[src/rtl/part_wwr_ram_sync.sv]
// Latched-address write-while-read RAM with per-bit write enables.
// Post-reset clear sequencer and sticky out-of-range write flag.
module part_wwr_ram_sync #(
  parameter int DATA_WIDTH = 2,
  parameter int ADDR_WIDTH = 5,
  parameter int DEPTH      = 32,
  parameter int BYPASS     = 1
) (
  input  logic                  clk,
  input  logic                  reset,
  input  logic                  ce,
  input  logic [ADDR_WIDTH-1:0] addr,
  input  logic                  strobe,
  input  logic [DATA_WIDTH-1:0] din,
  input  logic [DATA_WIDTH-1:0] we_n,
  output logic [DATA_WIDTH-1:0] dout,
  output logic                  busy,
  output logic                  wr_err
);

  typedef enum logic {
    CLEAR = 1'b0,
    READY = 1'b1
  } state_t;

  localparam logic [ADDR_WIDTH:0] DEPTH_L =
    (ADDR_WIDTH+1)'(DEPTH);
  localparam logic [ADDR_WIDTH-1:0] LAST =
    ADDR_WIDTH'(DEPTH - 1);

  state_t                state;
  logic [ADDR_WIDTH-1:0] addr_reg;
  logic [ADDR_WIDTH-1:0] clr_ptr;
  logic [DATA_WIDTH-1:0] ram [DEPTH];

  logic [ADDR_WIDTH-1:0] ea;
  logic                  in_range;
  logic                  wr;
  logic [DATA_WIDTH-1:0] old_word;
  logic [DATA_WIDTH-1:0] merged;
  logic [DATA_WIDTH-1:0] rd_word;

  // Flow-through latch: a ce cycle already uses the new address.
  always_comb begin
    ea       = ce ? addr : addr_reg;
    in_range = {1'b0, ea} < DEPTH_L;
    wr       = ce && (we_n != '1);
    old_word = in_range ? ram[ea] : '0;
    merged   = (din & ~we_n) | (old_word & we_n);
    rd_word  = '0;
    if (in_range)
      rd_word = (BYPASS != 0 && wr) ? merged : old_word;
  end

  always_ff @(posedge clk) begin
    if (reset) begin
      state    <= CLEAR;
      busy     <= 1'b1;
      clr_ptr  <= '0;
      addr_reg <= '0;
      dout     <= '0;
      wr_err   <= 1'b0;
    end else begin
      unique case (state)
        CLEAR: begin
          clr_ptr <= clr_ptr + 1'b1;
          if (clr_ptr == LAST) begin
            state <= READY;
            busy  <= 1'b0;
          end
        end
        READY: begin
          if (ce)
            addr_reg <= addr;
          if (wr && !in_range)
            wr_err <= 1'b1;
          if (strobe)
            dout <= rd_word;
        end
        default: state <= CLEAR;
      endcase
    end
  end

  // Array has no reset; the sequencer gives it defined contents.
  always_ff @(posedge clk) begin
    if (!reset) begin
      if (state == CLEAR)
        ram[clr_ptr] <= '0;
      else if (wr && in_range)
        ram[ea] <= merged;
    end
  end

endmodule

[config.mk]
export PLATFORM = sky130hd
export DESIGN_NAME = part_wwr_ram_sync
export DESIGN_NICKNAME = d
export VERILOG_FILES = /design/src/rtl/part_wwr_ram_sync.sv
export SDC_FILE = /design/constraint.sdc
export NUM_CORES = 1
export LEC_CHECK = 0
export ABC_AREA = 1
export BUFFER_PORTS_ARGS = -buffer_cell sky130_fd_sc_hd__buf_2
export CAP_MARGIN = 0
export CORE_MARGIN = 8
export CORE_UTILIZATION = 61
export DETAILED_ROUTE_END_ITERATION = 16
export PLACE_DENSITY = 0.84
export SYNTH_ARGS = -nofsm -noshare
export SYNTH_HDL_FRONTEND = slang
export SYNTH_SLANG_ARGS = --single-unit
export TNS_END_PERCENT = 10
[constraint.sdc]
create_clock -name clk -period 3.8 [get_ports clk]
set_clock_uncertainty 0.1 [all_clocks]
set_input_delay 0.76 -clock clk [delete_from_list [all_inputs] [get_ports clk]]
set_output_delay 0.76 -clock clk [all_outputs]
set_load 0.01 [all_outputs]
Yosys cells after proc, flatten, opt, wreduce, memory -nomap -nowiden
Memories as Yosys holds them, arrays and structs flattened.
Index checks and enable logic that the tools add are counted.
- mux-type cells: 14
- equality and inequality tests: 2
- reduce and logical (&&, ||, !) cells: 4
- add/subtract/negate cells: 1
- bitwise gates (word level): 5
- operators by type and width (cell ; count):
    1-bit 2-to-1 mux ; 10
    5-bit 2-to-1 mux ; 2
    5-bit by 1-bit adder with 5-bit output (second input constant) ; 1
    5-bit equality test (second input constant) ; 1
    2-bit bitwise AND ; 2
    2-bit 2-to-1 mux ; 2
    2-bit AND reduction ; 2
    2-bit inequality test (second input constant) ; 1
    2-bit inverter ; 1
    2-bit bitwise OR ; 1
    2-bit OR reduction ; 1
    1-bit logical AND ; 1
    1-bit inverter ; 1
- memories: 1
- logic and storage cells: 32
- register bits: 14
- output and inout bits: 4
- RAM bits: 64
- memory list (memory ; words ; width ; read ports ; clocked after memory_dff ; write ports ; line ; source):
    ram ; 32 ; 2 ; 1 ; 0 ; 1 ; 34 ; logic [DATA_WIDTH-1:0] ram [DEPTH];

Longest topological paths before layout
Gate-level depths: netlist (run 1).
- depth in word-level cells: 8
- depth in mapped cells: 14

Least setup slack after synthesis (run 1)
OpenSTA, ideal clock, no wires.
- path kind: in2reg
- from: input ce
- to: memory ram[0][0] (data pin)
- cell stages on the path: 11
- arrival: 2.610 ns
- setup time: 0.377 ns
- setup slack: 0.713 ns
- required time: 3.323 ns
- cells stage by stage: buf_6 > nand2_4 > inv_2 > nor2_8 > buf_6 > nand3_1 > nand3_1 > nand3_1 > nand3_1 > nand3_1 > a21oi_1
- longest elaborated chain between the ends: 7
- elaborated cells on any way between the ends: 11
- those cells by class: mux (6); bitwise (2); reduce/logical (2); memory (1)
- ends and longest elaborated chain (item ; line ; source):
    start, declared ; 11 ; input logic ce,
    parallel branches: the longest is 6 deep, another holds memory read 32 x 2 bit ; -- ;
    2-bit 2-to-1 mux (no source line) * ; -- ;
    end, declared ; 34 ;
Mark *: on every way between the ends.

Final worst setup path (run 1)
- from: input ce
- to: memory ram[11][1] (data pin)
The elaborated chain is that of the path after synthesis.

==> flow_summary.ini, run 1 <==
[power]
pwr_density_cell_nw_per_um2 = 385
p_leak_uw = 0.00167
peakVddDrop_v = 0.000259

[cells_and_area]
fillers = 478
final_common_cell = nand2_1
multi_input_area_um2 = 1240
area_delta_synth_final_pct = 7.43
antenna_cells = 0
finalNetCount = 442
drive_gt1_share_pct = 13.9
finish.instance_area_um2 = 4050
fin_cells = 507
largest_register_ffs = 64
layout_common_cells = 82 x nand2_1, 76 x nand3_1, 64 x edfxtp_1, 57 x inv_1, 42 x nor2_1
regArea_um2 = 2200

[yosys]
async_flop_share_pct = 0
syn-num-nets = 424
yosys_warnings = 0
yosys_most_used_dff = edfxtp_1
netlist_area_um2 = 3770
ys_seq_area_share_pct = 58.4
yosysTopAreaCellShare_pct = 51.0
synthCells = 409
avgSynthCellArea_um2 = 9.22
synth_edf_count = 64
yosysUniqueCellTypes = 27
yosys-top-cells-area = edfxtp_1 51%, nand3_1 10%, nand2_1 8.2%, dfxtp_1 7.4%, inv_1 5.7%
yosysTopAreaCell = edfxtp_1
synth_seq_cells = 78

[global_routing]
grt_util_met3_pct = 2.94
track_usage_pct = 19.4
grt_max_degree = 33
use_met2_pct = 31.5
grtUsageMet1_pct = 24.7
grt_pass1_wl_um = 13300
antenna_found_initial = 0
top_usage_layer = met2
grt-ovfl-total = 0
grt_pass1_vias = 2793

[hold_path]
min-delay-start = busy
worstHoldEndpoint = busy
whs_path_depth = 2
worstHoldPathType = register to register

[sta]
rsz0062_at_grt = no
relSlewSlack_pct = 54.7
fmaxAchievable_mhz = 358
setup_viol = 0
maxSlewViolCount = 0
hold_violations = 0
fin_crit_ps = 2800
period_share_pct = 73.6
tightest_slew_ps = 677
setup_tns_ps = 0

[routing]
drt_iter0_markers = 240
drc = 0
wl_per_cell_um = 15.9
dr_total_vias = 2834
drt_pass1_iterations = 4
wirelength_um = 8070
ant_nets = 0
via_per_inst = 5.59

[setup_path]
crit_slowest_cell = nand2_2
critPathKind = input port to register
cp_slowest_stage_delay_ps = 470
critPathMaxFanout = 32
arrival_ps = 2830
crit_path_start_kind = input port
end_kind = register
cp_cell_sequence = buf_2 > nand2_1 > nand2_2 > nand2_1 > nand3_1 > nand3_1 > nand3_1 > nand3_1 > nand2_1 > nand2_1 > a21oi_2 > buf_4
worstReg2RegEnd = ram[11][1]
reg2reg_depth = 12
r2r-start = addr_reg[0]
required_ps = 3830
r2r_slack_ps = 1350

[clock_tree]
htree_num_levels = 3
numCtsBuffers = 9
cts.reportedPaths.clkPinSlew_ps = 70
tritoncts = yes
clock_path_buffers = 2
insertion_delay_ps = 340
postCtsSetupBuffers = 0
numClockSinks = 78
postCtsResizedCells = 0
hold_buffers = 0
clock-root-buffer = clkbuf_8

[placement]
portBuffers = 15
hpwl_um = 5420
dp.cells = 491
placed_area_um2 = 3900
place_congestion = 0.873

[floorplanning]
die_height_um = 94.6
start_util_pct = 63.3
die_width_um = 94.6
rows = 28
ios = 17
dieArea_um2 = 8950
coreArea_um2 = 5960

[status]
status = finished, final reports clean

[run]
drv_cap = 0
-- logic make-up after synthesis --
family	after synthesis	synth area share, %
compound gates	33	5.48
fa+ha+maj	2	0.664
buf+inv	78	8.96
flops	78	58.4
other cells	1	0.0995
simple gates	217	26.4
-- worst max-delay path by stage --
stage,slack (ps),startpoint,depth (start not counted),to
after floorplan,710,ce,11,ram[0][0]
after global placement,770,ce,12,ram[5][1]
after detailed placement,730,ce,12,ram[3][1]
after CTS,1030,ce,12,ram[4][1]
after global routing,800,ce,12,ram[7][1]
final,1000,ce,12,ram[11][1]
-- synth_stat cells (2+ instances only) --
master,n
nand2_1,82
nand3_1,76
edfxtp_1,64
inv_1,57
nor2_1,42
dfxtp_1,14
a21oi_1,12
o21ai_0,11
buf_2,6
inv_2,6
o21ai_2,5
buf_4,4
nand3_2,4
nor3_1,4
a21oi_2,3
buf_6,3
nand3b_1,3
clkbuf_1,2
ha_1,2
nand2_2,2
-- critical path: cells and delay by family --
kind,cells,cell delay [ps]
simple gates,9,1370
buf+inv,2,550
compound gates,1,130
-- routing by layer --
layer,wire length [um],up-vias,part of all wire (%)
li1,-,1376,-
met1,3200,1324,40
met2,4000,110,50
met3,622,24,7.7
met4,248,0,3.1
met5,0,-,0
-- stage by stage --
stage	hold slack, ps	power [uW]	setup slack (ps)	util [%]
2_1_floorplan	380	1030	713	-
3_3_place_gp	348	1060	770	65.4
3_5_place_dp	364	1070	732	65.4
4_1_cts	374	1560	1030	68.0
5_1_grt	413	1600	805	68.0
6_report	368	1560	1000	68.0
-- power by group --
part,total [uW],switching (uW),internal [uW]
Clock,513,276,237
Sequential,922,4.02,918
Combinational,126,87.6,38.8
-- final cells by class --
cell class              instances  area share [%]
clock inverters                 2           0.247
multi-input cells             253            30.6
clock buffers                  14            3.52
well taps                      75            2.32
inverters                      63            5.84
flip-flops and latches         78            54.4
repair buffers                 22            3.15
No activity file was read; power rests on OpenSTA's default activity.
==> run 2: changes to the inputs <==
--- a/config.mk
+++ b/config.mk
@@ -5,13 +5,13 @@
 export SDC_FILE = /design/constraint.sdc
 export NUM_CORES = 1
 export LEC_CHECK = 0
-export ABC_AREA = 1
+export ABC_AREA = 0
 export BUFFER_PORTS_ARGS = -buffer_cell sky130_fd_sc_hd__buf_2
 export CAP_MARGIN = 0
 export CORE_MARGIN = 8
-export CORE_UTILIZATION = 61
+export CORE_UTILIZATION = 55
 export DETAILED_ROUTE_END_ITERATION = 16
-export PLACE_DENSITY = 0.84
+export PLACE_DENSITY = 0.8
 export SYNTH_ARGS = -nofsm -noshare
 export SYNTH_HDL_FRONTEND = slang
 export SYNTH_SLANG_ARGS = --single-unit
==> constraint.sdc (replaced) <==
create_clock -name clk -period 2.27 [get_ports clk]
set_clock_uncertainty 0.1 [all_clocks]
set_input_delay 0.454 -clock clk [delete_from_list [all_inputs] [get_ports clk]]
set_output_delay 0.454 -clock clk [all_outputs]
set_load 0.01 [all_outputs]
==> flow_summary.ini, run 2 <==
[status]
status = finished, violations left
violations = negative setup slack

[cells_and_area]
fin_cells = 441
fin_util_pct = 70.7
final_common_cell = edfxtp_1
area_delta_synth_final_pct = 23.5
antenna_cells = 0
drive_gt1_share_pct = 33.5
largest_register_ffs = 64
finalNetCount = 374
layout_common_cells = 64 x edfxtp_1, 45 x buf_4, 41 x nor2_1, 14 x buf_2

[sta]
rsz0062_at_grt = yes
fmaxAchievable_mhz = 410
maxSlewViolCount = 0
setup_viol = 90
worst_slack_ps = -169
fin_crit_ps = 2440
relSlewSlack_pct = 47.2
hold_violations = 0
period_share_pct = 107
tightest_slew_ps = 781

[clock_tree]
numCtsBuffers = 9
numClockSinks = 78
hold_buffers = 0
clock_path_buffers = 2
cts.reportedPaths.clkPinSlew_ps = 80
htree_num_levels = 3
tritoncts = yes
insertion_delay_ps = 350
clock-root-buffer = clkbuf_8

[routing]
routed.top_layer = met4
dr_wl_met2_um = 4240
drt_pass1_iterations = 4
via_per_inst = 6.13
wirelength_um = 8810
ant_nets = 0
wl_per_cell_um = 20.0
wl_met1_um = 3730
drt_iter0_markers = 353
dr_total_vias = 2702
wl_met3_um = 571
drc = 0

[yosys]
synthCells = 298
ys_seq_area_share_pct = 60.3
synth.most_common_cell = edfxtp_1
syn-num-nets = 313
yosysTopAreaCell = edfxtp_1
yosys_warnings = 0
synth_edf_count = 64
avgSynthCellArea_um2 = 12.3
netlist_area_um2 = 3650
synth_seq_cells = 78
yosys_most_used_dff = edfxtp_1
yosys-top-cells-area = edfxtp_1 53%, dfxtp_1 7.7%, mux4_2 5.5%, nor2_1 5.2%, mux2i_1 2.7%
async_flop_share_pct = 0
yosysUniqueCellTypes = 49
yosysTopAreaCellShare_pct = 52.6
synth_common_cells = 64 x edfxtp_1, 51 x nor2_1, 16 x a21oi_1

[setup_path]
arrival_ps = 2430
critPathKind = register to register
required_ps = 2260
critPathMaxFanout = 20
reg2reg_depth = 8
worstReg2RegEnd = ram[27][0]
end_kind = register
r2r_slack_ps = -170
crit_path_start_kind = register
r2r-start = addr_reg[0]

[power]
p_leak_uw = 0.00157
p_total_uw = 2710
pwr_density_cell_nw_per_um2 = 600
peakVddDrop_v = 0.000407

[floorplanning]
dieArea_um2 = 9510
coreArea_um2 = 6390
die_width_um = 97.5
start_util_pct = 57.2
die_height_um = 97.5
ios = 17
rows = 29

[hold_path]
whs_path_depth = 3
min-delay-start = strobe
worstHoldEndpoint = dout[1]
worstHoldPathType = input port to register

[global_routing]
grt_pass1_wl_um = 13900
grt_max_degree = 33
grt-ovfl-total = 0
track_usage_pct = 18.6
antenna_found_initial = 0
grt_pass1_vias = 2661

[placement]
dp.cells = 420
hpwl_um = 6250
place_congestion = 0.941
portBuffers = 15

[run]
drv_cap = 0
[run 2: cell count changes in the layout (fill, tap and decap cells not counted), moves of 5 or more]
cell      change
nand2_1      -72
nand3_1      -65
inv_1        -55
buf_4        +38
nand2b_1     +11
mux2i_1       +9
mux4_2        +9
nor2b_1       +8
a211oi_1      +6
buf_12        +6
nor2_2        +6
a21o_1        +5
inv_2         -5
o21ai_2       -5
[run 2: worst max path at each step]
stage	startpoint	end	cells after the start	slack [ps]
after floorplan	ce	ram[0][1]	8	-280
after global placement	ce	ram[9][1]	10	-510
after detailed placement	ce	ram[1][1]	10	-550
after CTS	addr_reg[0]	ram[27][0]	8	-90
after global routing	addr_reg[0]	ram[27][0]	9	-220
final	addr_reg[0]	ram[27][0]	8	-170
[run 2: kinds of logic after synthesis]
logic type	after synthesis	share of synthesized area (%)
muxes	23	10.1
xor gates and xnor gates	2	0.479
other	1	0.103
DFF	78	60.3
and+or+nand+nor	108	13.8
buffers and inverters	19	2.70
AOI/OAI and AO/OA	65	11.8
adders and majority gates	2	0.685
[run 2: critical path: stages (launching register included)]
cell and delay [ps]:
dfxtp_2 340, mux2i_4 160, buf_12 150, mux4_2 550, a2bb2oi_2 180, o221a_1 250, a21oi_2 60, a31o_4 260
buf_12 150
[run 2: report_power, final]
part	total, uW	internal (uW)	switching (uW)
Sequential	1540	1540	6.17
Combinational	275	128	147
Clock	891	392	499
Total	2710	2060	653
[run 2: through the flow]
stage / instance area (um^2) / hold WS [ps] / setup TNS [ps] / worst slack [ps]
after detailed placement: 4160 / 373 / -59630 / -554
final: 4510 / 349 / -8420 / -169
after global placement: 4160 / 329 / -52630 / -509
after global routing: 4510 / 374 / -16600 / -220
after CTS: 4410 / 321 / -4350 / -87.5
after floorplan: 3690 / 362 / -17110 / -278
[run 2: layout make-up]
| type | count | area, um^2 |
|---|---|---|
| clock buffers | 10 | 128 |
| clock inverters | 6 | 36.3 |
| fillers | 433 | 1870 |
| inverters | 3 | 11.3 |
| multi-input cells | 201 | 1500 |
| flip-flops and latches | 78 | 2200 |
| well taps | 77 | 96.3 |
| repair buffers | 66 | 539 |
[run 2: timing repair]
action	CTS	global route
gates resized for setup	9	27
buffers inserted	5	0
pin swaps	1	5
endpoints found under the setup margin	100	130
[run 2: metal layers]
layer | GRT usage [%] | vias up
met4 | 9.79 | 0
met2 | 30.0 | 126
met3 | 3.20 | 29
met1 | 23.3 | 1305
li1 | - | 1242
met5 | 0 | -
==> run 3: changes to the inputs <==
--- a/config.mk
+++ b/config.mk
@@ -5,9 +5,10 @@
 export SDC_FILE = /design/constraint.sdc
 export NUM_CORES = 1
 export LEC_CHECK = 0
-export ABC_AREA = 0
+export ABC_AREA = 1
 export BUFFER_PORTS_ARGS = -buffer_cell sky130_fd_sc_hd__buf_2
 export CAP_MARGIN = 0
+export CORE_ASPECT_RATIO = 1.25
 export CORE_MARGIN = 8
 export CORE_UTILIZATION = 55
 export DETAILED_ROUTE_END_ITERATION = 16
==> flow_summary.ini, run 3 (synthesis results as in run 1) <==
[routing]
wl_met3_um = 571
wl_per_cell_um = 16.3
routed.top_layer = met4
via_per_inst = 5.60
drt_pass1_iterations = 5
ant_nets = 0
drc = 0
dr_total_vias = 3054
drt_iter0_markers = 316
wirelength_um = 8880
wl_met1_um = 3540
dr_wl_met2_um = 4630

[placement]
placed_area_um2 = 4200
hpwl_um = 5990
place_congestion = 0.927
portBuffers = 15

[power]
p_total_uw = 3060
peakVddDrop_v = 0.000464
p_leak_uw = 0.00186
pwr_density_cell_nw_per_um2 = 689

[setup_path]
critPathMaxFanout = 7
cp_slowest_stage_delay_ps = 430
crit_slowest_cell = o21ai_1
end_kind = register
required_ps = 2220
crit_path_start_kind = input port
path_buf_inv = 3
reg2reg_depth = 9
worstReg2RegEnd = ram[28][0]
r2r-start = addr_reg[1]
critPathTopFamily = simple AND/OR/NAND/NOR gates
r2r_slack_ps = 230
cp_cell_sequence = buf_2 > buf_4 > o21ai_1 > nand2_1 > o21ai_2 > inv_2 > nor2_1 > nand2_1 > nor2_1
critPathKind = input port to register
arrival_ps = 2030

[clock_tree]
insertion_delay_ps = 360
htree_num_levels = 3
numCtsBuffers = 9
numClockSinks = 78
cts.reportedPaths.clkPinSlew_ps = 80
tritoncts = yes
hold_buffers = 0
postCtsSetupBuffers = 0
clock_path_buffers = 2
postCtsResizedCells = 0
clock-root-buffer = clkbuf_8

[status]
status = finished, final reports clean

[sta]
maxSlewViolCount = 0
hold_violations = 0
fmaxAchievable_mhz = 481
setup_viol = 0
rsz0062_at_grt = no
relSlewSlack_pct = 65.8
period_share_pct = 91.6
fin_crit_ps = 2080
tightest_slew_ps = 510

[cells_and_area]
finalNetCount = 468
antenna_cells = 0
final_common_cell = nand2_1
drive_gt1_share_pct = 19.7
finish.instance_area_um2 = 4450
area_delta_synth_final_pct = 17.9
fin_util_pct = 67.3
layout_common_cells = 82 x nand2_1, 76 x nand3_1, 64 x edfxtp_1, 57 x inv_1, 42 x nor2_1
largest_register_ffs = 64

[floorplanning]
die_width_um = 90.1
dieArea_um2 = 9780
die_height_um = 109
ios = 17
start_util_pct = 57.1
coreArea_um2 = 6610
rows = 33

[global_routing]
grt_max_degree = 33
track_usage_pct = 18.8
grt_pass1_vias = 3035
antenna_found_initial = 0
grt_pass1_wl_um = 14400
grt-ovfl-total = 0

[hold_path]
worstHoldPathType = register to register
min-delay-start = dout[1]
worstHoldEndpoint = dout[1]
whs_path_depth = 2

[run]
drv_cap = 0
run 3: changes by cell type in the layout (fill, tap and decap cells not counted), sizes merged, moves of 11 or more:
cell and change:
nand2 +74, nand3 +65, inv +61, buf -18
mux2i -12, nand2b -11
run 3: tightest hold or removal path, delay by kind of cell (launching register included):
kind / cells / cell delay [ps]
simple gates: 1 / 60
compound gates: 1 / 50
flops: 1 / 310
run 3: how the worst max path moves through the flow:
stage	depth (start not counted)	start	end
floorplan	11	ce	ram[0][1]
CTS	10	ce	ram[11][0]
detailed placement	10	ce	ram[19][0]
global route	12	ce	ram[11][1]
global placement	9	ce	ram[26][1]
finish	9	ce	ram[11][0]
run 3: through the flow:
| stage | std cells | setup WS, ps | hold slack, ps | TNS, ps |
|---|---|---|---|---|
| 3_5_place_dp | 529 | -138 | 359 | -12750 |
| 2_1_floorplan | 409 | -93.4 | 380 | -2990 |
| 5_1_grt | 545 | 39.2 | 398 | 0 |
| 6_report | 545 | 191 | 368 | 0 |
| 4_1_cts | 545 | 227 | 370 | 0 |
| 3_3_place_gp | 529 | -132 | 347 | -8630 |
run 3: cell type report:
class | count | area, um^2
Multi-Input combinational cell | 253 | 1240
Tap cell | 87 | 109
Clock buffer | 9 | 124
Fill cell | 506 | 2160
Timing Repair Buffer | 48 | 410
Clock inverter | 7 | 119
Inverter | 63 | 236
Sequential cell | 78 | 2200
run 3: report_power, final:
| group | internal [uW] | switching (uW) | total, uW |
|---|---|---|---|
| Sequential | 1540 | 7.07 | 1540 |
| Combinational | 98.1 | 158 | 256 |
| Clock | 734 | 530 | 1260 |
run 3: layer usage:
metal / vias to the layer above / track usage, %
li1: 1432 / -
met1: 1469 / 21.0
met5: - / 0
met4: 0 / 9.54
met3: 15 / 4.37
met2: 138 / 33.1
